File: src/rtl/div_seq_ctrl.sv
// ---------------------------------------------------------------------------
// div_seq_ctrl
//   Sequencer for the E-stage iterative divider (DIV / DIVU). A div op that
//   is valid in E starts a radix-2 restoring divide on the operand magnitudes.
//   E is stalled until the result is ready. The result {rem, quot} is then
//   held on div_res until the E->M pipeline register captures it.
//
//   Optional feature macro: DIV_EARLY_ZERO_EN
//     When defined, a launch with a zero divisor skips the iterations. The
//     sequencer goes straight to DONE, so the stall lasts one cycle.
//
// Ports
//   clk          clock
//   reset        synchronous, active-high reset
//   e_valid      E-stage instruction valid
//   e_sig_div    E-stage instruction is DIV/DIVU
//   e_sig_sign   1 = signed (DIV), 0 = unsigned (DIVU)
//   e_reg_o1     dividend
//   e_reg_o2     divisor
//   m_allowin    M stage can accept the E instruction
//   e_stall      stall request to the E stage
//   busy         iterating (BUSY state)
//   div_res      {remainder, quotient}; valid in DONE
//
// state | meaning
// IDLE  | waiting for a div op in E; the launch cycle stalls combinationally
// BUSY  | one quotient bit per cycle, DATA_W cycles
// DONE  | result held, stall released, waiting for E->M transfer
// ---------------------------------------------------------------------------
module div_seq_ctrl #(
  parameter int DATA_W = 32
) (
  input  logic                clk,
  input  logic                reset,
  input  logic                e_valid,
  input  logic                e_sig_div,
  input  logic                e_sig_sign,
  input  logic [DATA_W-1:0]   e_reg_o1,
  input  logic [DATA_W-1:0]   e_reg_o2,
  input  logic                m_allowin,
  output logic                e_stall,
  output logic                busy,
  output logic [2*DATA_W-1:0] div_res
);

  localparam int CNT_W = $clog2(DATA_W);
  localparam logic [CNT_W-1:0] LAST_CNT = CNT_W'(DATA_W - 1);

  typedef enum logic [1:0] {
    S_IDLE = 2'd0,
    S_BUSY = 2'd1,
    S_DONE = 2'd2
  } state_t;

  state_t              r_state;
  state_t              w_state_nxt;
  logic [CNT_W-1:0]    r_cnt;
  logic [DATA_W-1:0]   r_a;
  logic [DATA_W-1:0]   r_div;
  logic [DATA_W-1:0]   r_quo;
  logic [DATA_W-1:0]   r_rem;
  logic                r_neg_q;
  logic                r_neg_r;
  logic                r_zero;
  logic [2*DATA_W-1:0] r_res;

  logic                w_launch;
  logic                w_zero_b;
  logic                w_last;
  logic                w_step;
  logic [DATA_W-1:0]   w_abs_a;
  logic [DATA_W-1:0]   w_abs_b;
  logic [DATA_W:0]     w_shift;
  logic [DATA_W:0]     w_diff;
  logic                w_borrow;
  logic [DATA_W-1:0]   w_rem_nx;
  logic [DATA_W-1:0]   w_quo_nx;
  logic [DATA_W-1:0]   w_quo_fix;
  logic [DATA_W-1:0]   w_rem_fix;

  assign w_launch = (r_state == S_IDLE) & e_valid & e_sig_div;
  assign w_zero_b = (e_reg_o2 == '0);
  assign w_last   = (r_cnt == LAST_CNT);
  // A cancelled op (e_valid low in BUSY) must not advance or write a result.
  assign w_step   = (r_state == S_BUSY) & e_valid;

  // The magnitude of the most negative value wraps to itself. Read as
  // unsigned, that is the correct magnitude.
  assign w_abs_a = (e_sig_sign & e_reg_o1[DATA_W-1]) ? (DATA_W'(0) - e_reg_o1) : e_reg_o1;
  assign w_abs_b = (e_sig_sign & e_reg_o2[DATA_W-1]) ? (DATA_W'(0) - e_reg_o2) : e_reg_o2;

  // Restoring step. The dividend shifts out of the top of r_quo while the
  // quotient bits shift in at the bottom. The partial remainder is always
  // less than the divisor, so the difference fits in DATA_W+1 bits.
  assign w_shift   = {r_rem, r_quo[DATA_W-1]};
  assign w_diff    = w_shift - {1'b0, r_div};
  assign w_borrow  = w_diff[DATA_W];
  assign w_rem_nx  = w_borrow ? w_shift[DATA_W-1:0] : w_diff[DATA_W-1:0];
  assign w_quo_nx  = {r_quo[DATA_W-2:0], ~w_borrow};
  assign w_quo_fix = r_neg_q ? (DATA_W'(0) - w_quo_nx) : w_quo_nx;
  assign w_rem_fix = r_neg_r ? (DATA_W'(0) - w_rem_nx) : w_rem_nx;

  // state register
  always_ff @(posedge clk) begin
    if (reset) r_state <= S_IDLE;
    else       r_state <= w_state_nxt;
  end

  // next-state logic
  always_comb begin
    w_state_nxt = r_state;
    case (r_state)
      S_IDLE: begin
        if (w_launch) begin
`ifdef DIV_EARLY_ZERO_EN
          w_state_nxt = w_zero_b ? S_DONE : S_BUSY;
`else
          w_state_nxt = S_BUSY;
`endif
        end
      end
      S_BUSY: begin
        if (!e_valid)    w_state_nxt = S_IDLE;
        else if (w_last) w_state_nxt = S_DONE;
      end
      S_DONE: begin
        if (e_valid & m_allowin) w_state_nxt = S_IDLE;
      end
      default: w_state_nxt = S_IDLE;
    endcase
  end

  // outputs
  always_comb begin
    e_stall = w_launch | (r_state == S_BUSY);
    busy    = (r_state == S_BUSY);
  end

  assign div_res = r_res;

  // datapath
  always_ff @(posedge clk) begin
    if (reset) begin
      r_cnt   <= '0;
      r_a     <= '0;
      r_div   <= '0;
      r_quo   <= '0;
      r_rem   <= '0;
      r_neg_q <= 1'b0;
      r_neg_r <= 1'b0;
      r_zero  <= 1'b0;
      r_res   <= '0;
    end else if (w_launch) begin
      r_cnt   <= '0;
      r_a     <= e_reg_o1;
      r_div   <= w_abs_b;
      r_quo   <= w_abs_a;
      r_rem   <= '0;
      r_neg_q <= e_sig_sign & (e_reg_o1[DATA_W-1] ^ e_reg_o2[DATA_W-1]);
      r_neg_r <= e_sig_sign & e_reg_o1[DATA_W-1];
      r_zero  <= w_zero_b;
`ifdef DIV_EARLY_ZERO_EN
      if (w_zero_b) r_res <= {e_reg_o1, {DATA_W{1'b1}}};
`endif
    end else if (w_step) begin
      r_cnt <= r_cnt + CNT_W'(1);
      r_rem <= w_rem_nx;
      r_quo <= w_quo_nx;
      if (w_last) begin
        // Divide by zero returns the raw dividend with an all-ones quotient,
        // whatever the sign mode.
        r_res <= r_zero ? {r_a, {DATA_W{1'b1}}} : {w_rem_fix, w_quo_fix};
      end
    end
  end

endmodule
File: config.mk
export PLATFORM = sky130hd
export DESIGN_NAME = div_seq_ctrl
export DESIGN_NICKNAME = d
export VERILOG_FILES = /design/src/rtl/div_seq_ctrl.sv
export SDC_FILE = /design/constraint.sdc
export NUM_CORES = 1
export LEC_CHECK = 0
export ABC_AREA = 1
export BUFFER_PORTS_ARGS = -buffer_cell sky130_fd_sc_hd__buf_2
export CAP_MARGIN = 10
export CORE_ASPECT_RATIO = 1.4
export CORE_UTILIZATION = 55
export DETAILED_ROUTE_END_ITERATION = 7
export PLACE_DENSITY = 0.74
export SYNTH_ARGS = -nofsm -noshare
export SYNTH_HDL_FRONTEND = slang
export SYNTH_SLANG_ARGS = --single-unit
File: constraint.sdc
create_clock -name clk -period 9.25 [get_ports clk]
set_clock_uncertainty 0.1 [all_clocks]
set_input_delay 0.925 -clock clk [delete_from_list [all_inputs] [get_ports clk]]
set_output_delay 0.925 -clock clk [all_outputs]
set_load 0.005 [all_outputs]
======== Word level (Yosys, flattened, before mapping) ========
Cells that the tools add are included.
word-level totals
  flip-flop bits (word level) ............. 202
  output and inout bits ................... 66
cells by class
  $add $sub $neg .......................... 6
  equality and inequality tests ........... 6
  muxes and demuxes ....................... 13
  bitwise operators ....................... 11
  reduce and logical (&&, ||, !) cells .... 6
operators by type and width
  kind                                                                 number
  32-bit two-way mux                                                   7
  1-bit by 32-bit subtractor with 32-bit output, first input constant  4
  64-bit two-way mux                                                   1
  33-bit by 32-bit subtractor with 33-bit output                       1
  32-bit zero test                                                     1
  2-bit two-way mux                                                    4
  1-bit bitwise AND                                                    7
  2-bit case mux with 3 select lines                                   1
  3-bit AND reduction                                                  2
  5-bit by 1-bit adder with 5-bit output, second input constant        1
  5-bit == test, second input constant                                 1
  2-bit != test, second input constant                                 2
  3-bit by 2-bit != test with 1-bit output, second input constant      1
  2-bit by 1-bit == test with 1-bit output, second input constant      1
  2-bit == test, second input constant                                 1
  2-bit zero test                                                      1
  1-bit NOT                                                            2
  2-bit nonzero test                                                   1
  2-bit OR reduction                                                   1
  1-bit OR                                                             1
  1-bit bitwise XOR                                                    1

======== Depth between registers and ports, before layout ========
  depth after elaboration ................. 5
  gate-level depth with buffers ........... 29
  mapped depth without buffers ............ 27

======== Least setup slack after synthesis ========
No wires, ideal clock.
  path kind ............................... flip-flop to flip-flop
  start ................................... reg r_quo[31]
  end ..................................... reg r_res[30] (netlist: div_res[30])
  setup time .............................. 0.117 ns
  arrival ................................. 3.894 ns
  required time ........................... 9.033 ns
  path slack .............................. 5.139 ns
  stages on the path, launching flop included .. 28
  path buffers ............................ 2
  cells stage by stage .................... dfxtp_1 inv_1 ha_1 fa_1 inv_1 nand2_1 nand2_1 nand3_1 nand2_2 nand2_1 nand2_1 nand2_2 nand2_2 nand2_2 nand2_2 buf_6 buf_6 ha_1 nand4_1 nor3_1 nand3_1 nor3_1 nand2_1 o31ai_1 o21ai_0 xor2_1 o221ai_1 inv_1
between the ends
  word-level cells in the longest chain between the ends .. 5
RTL lines
  element                                         line  RTL
  from (decl)                                     60    logic [DATA_W-1:0] r_quo;
  from (signal assigned)                          157   r_quo <= w_abs_a;
  from (signal assigned)                          168   r_quo <= w_quo_nx;
  33-bit by 32-bit subtractor with 33-bit output  96    assign w_diff = w_shift - {1'b0, r_div};
  1-bit NOT                                       99    assign w_quo_nx = {r_quo[DATA_W-2:0], ~w_borrow};
  1-bit by 32-bit subtractor with 32-bit output   100   assign w_quo_fix = r_neg_q ? (DATA_W'(0) - w_quo_nx) : w_quo_nx;
  32-bit two-way mux                              100
  64-bit two-way mux                              172   r_res <= r_zero ? {r_a, {DATA_W{1'b1}}} : {w_rem_fix, w_quo_fix};
  to (signal assigned)                            172
  to (decl)                                       65    logic [2*DATA_W-1:0] r_res;
No other way between the ends.
A chain may end at the register's enable or synchronous reset.

======== Final worst setup path ========
Same ends and word-level chain as after synthesis.

==> impl_metrics.csv <==
group,metric,value,unit
run_status,status,"finished, final reports clean",
route,wl_per_cell,18.81,um
timing,clock.fmax,208.5,MHz
global_route,antenna_found_initial,1,
yosys,synth_ff_type,"dfxtp_1",
global_route,grt_pass1_wl,78160,um
timing,setup_viol,0,
yosys,synth-edff-count,0,
yosys,yosysUniqueCellTypes,60,
yosys,synth_cells,2256,
pwr,ir_drop,0.0002581,V
timing,timing.final.crit_share,51.84,%
route,ant_nets,0,
worst_setup_path,worstSetupEndpointType,"flip-flop",
route,drc,0,
floorplan,die_area,26080,um2
timing,hold_viol_final,0,
clock_tree,clk_latency,0.53,ns
route,dr.pass1.iters,6,
timing,drv_slew,0,
yosys,synth_seq_cells,202,
yosys,syn-cell-area,13980,um2
clock_tree,root_buffer,"clkbuf_16",
timing,fin_crit,4.795,ns
clock_tree,cts_buffers,22,
yosys,yosysSeqAreaShare,28.92,%
floorplan,die_w,136.8,um
timing,tightest_slew,1.044,ns
floorplan,io_pins,136,
clock_tree,htree_levels,1,
floorplan,start_util,56.29,%
worst_setup_path,arrival,5.11,ns
worst_setup_path,required,9.56,ns
clock_tree,clockBufferDepth,3,
worst_setup_path,crit_type,"reg -> reg",
yosys,syn_avg_cell_area,6.199,um2
route,wl,50190,um
worst_setup_path,critPathLaunchType,"flip-flop",
clock_tree,cts.reportedPaths.clkPinSlew,0.06,ns
pwr,p_per_area,181.2,nW/um2
global_route,grt_max_degree,95,
place,port-buffer-count,135,
floorplan,rows,68,
layout,design_area,15510,um2
yosys,yosys_warnings,0,
clock_tree,cts_tree,"built",
yosys,synth_async_sr_flop_share,0,%
pwr,p_leak,7.844,nW
timing,setup_tns,0,ns
layout,nets,2445,
clock_tree,hold_buffers,0,
timing,max-slew-margin-rel,30.31,%
clock_tree,cts_resized,0,
clock_tree,cts_setup_buffers,0,
route,via_count,15320,
floorplan,die_h,190.7,um
route,drtIter0Drc,1173,
global_route,grt_pass1_vias,14570,
timing,rsz0062_at_grt,"no",
global_route,grt-ovfl-total,0,
route,viasPerCell,5.740,
place,post_dp_cell_area,14760,um2
min_path,min_path_type,"reg -> reg",
worst_setup_path,crit_fanout,5,
floorplan,core,24840,um2
global_route,grtUsageTotal,39.09,%
layout,drive_above_1_share,11.05,%
place,dp_hpwl,37590,um
clock_tree,cts_sinks,202,
yosys,synth_nets,2365,
place,place.gp.congestion,0.9492,
flow_run,cap_viol_max_count,0,
layout,area_growth,10.91,%
==> worst paths after layout <==
path                     from     endpoint  slack (ns)  cells after the start
hold reg to reg   div_res[52]  div_res[52]        0.37                      2
hold / removal    div_res[52]  div_res[52]        0.37                      2
setup / recovery    r_quo[31]  div_res[30]        4.45                     25
setup reg to reg    r_quo[31]  div_res[30]        4.45                     25
==> power breakdown <==
group / total [mW] / internal (mW) / leakage (nW) / switching [mW]
combinational: 0.941 / 0.268 / 5.84 / 0.673
sequential: 0.934 / 0.905 / 1.64 / 0.0288
clock: 0.936 / 0.548 / 0.364 / 0.388
total: 2.81 / 1.72 / 7.84 / 1.09
==> state kept, by name, summed over array words and instances (netlist names) <==
| register | cells |
|---|---|
| r_state | 2 |
| r_neg_q | 1 |
| div_res | 64 |
| r_zero | 1 |
| r_div | 32 |
| r_rem | 32 |
| r_cnt | 5 |
| r_neg_r | 1 |
| r_quo | 32 |
| r_a | 32 |
==> per-stage QoR <==
stage               setup WS, ns  cells  utilization, %  total power [mW]  hold WS (ns)
finish                     4.455   2668           62.43             2.811        0.3668
global placement           4.760   2627           59.39             1.855        0.3438
CTS                        4.588   2667           62.42             2.791        0.3652
detailed placement         4.630   2627           59.39             1.862        0.3531
global route               4.108   2667           62.42             2.951        0.3758
floorplan                  5.139   2256               -             1.606        0.3230
==> cell usage in the layout (no fill, tap or decap), types with 15 or more instances in the layout <==
master     count
buf_4         15
a31oi_1       25
xor2_1        31
nor3_1        35
nand2_1      579
nand3_1      116
o22ai_1       19
o211ai_1      28
nor2_1       183
o21ai_1       15
o221ai_1      26
buf_2        135
nand2_2       28
inv_1        357
o21ai_0      150
dfxtp_1      202
a21oi_1      163
ha_1          38
nand4_1       30
clkbuf_16     22
xnor2_1       24
==> metal layers <==
layer / up-vias / GRT usage (%) / part of all wire (%)
met4: 2 / 23.59 / 6.5
met3: 163 / 6.486 / 6.7
met2: 591 / 67.92 / 49
li1: 7501 / - / -
met1: 7058 / 44.20 / 38
met5: - / 0 / 0.022
==> critical path, stage by stage, from the launching register on <==
cell and delay (ns):
dfxtp_1 0.33, inv_1 0.06, ha_1 0.20, fa_1 0.41
inv_1 0.10, nand2_1 0.05, nand2_1 0.07, nand3_1 0.08
nand2_2 0.12, nand2_1 0.06, nand2_1 0.10, nand2_2 0.08
nand2_2 0.10, nand2_2 0.09, nand2_2 0.15, ha_1 0.23
nand4_1 0.14, nor3_1 0.30, nand3_1 0.25, nor3_1 0.50
nand2_1 0.22, o31ai_1 0.36, o21ai_0 0.17, xor2_1 0.18
o221ai_1 0.16, inv_1 0.05
==> layout make-up <==
type	instances	area, um2
Sequential cell	202	4044
Multi-Input combinational cell	1596	8163
Inverter	364	1366
Fill cell	2484	9334
Timing Repair Buffer	150	788.3
Antenna cell	1	2.502
Tap cell	315	394.1
Clock inverter	10	141.4
Clock buffer	30	610.6
==> Yosys cell counts (14+ instances only) <==
master	instances	area [um2]
nor3_1	35	175.2
nand4_1	30	187.7
a211oi_1	14	105.1
o221ai_1	26	227.7
o22ai_1	19	118.9
xor2_1	31	271.5
xnor2_1	24	210.2
a31oi_1	25	156.4
nand2_2	27	168.9
nor2_1	185	694.4
clkbuf_1	72	270.3
nand2_1	580	2177
dfxtp_1	202	4044
inv_1	359	1348
o21ai_0	150	750.7
a21oi_1	163	815.8
nand3_1	116	580.6
ha_1	38	475.5
o211ai_1	28	210.2
o21ai_1	15	75.07
==> cells by family after synthesis <==
kind of cell	synth area share, %
AND/OR/NAND/NOR	31.29
AO/OA/AOI/OAI	20.04
buffers and inverters	12.77
flip-flops	28.92
XOR/XNOR	3.445
adder cells (fa/ha/maj)	3.543
(Power assumes the default switching activity.)
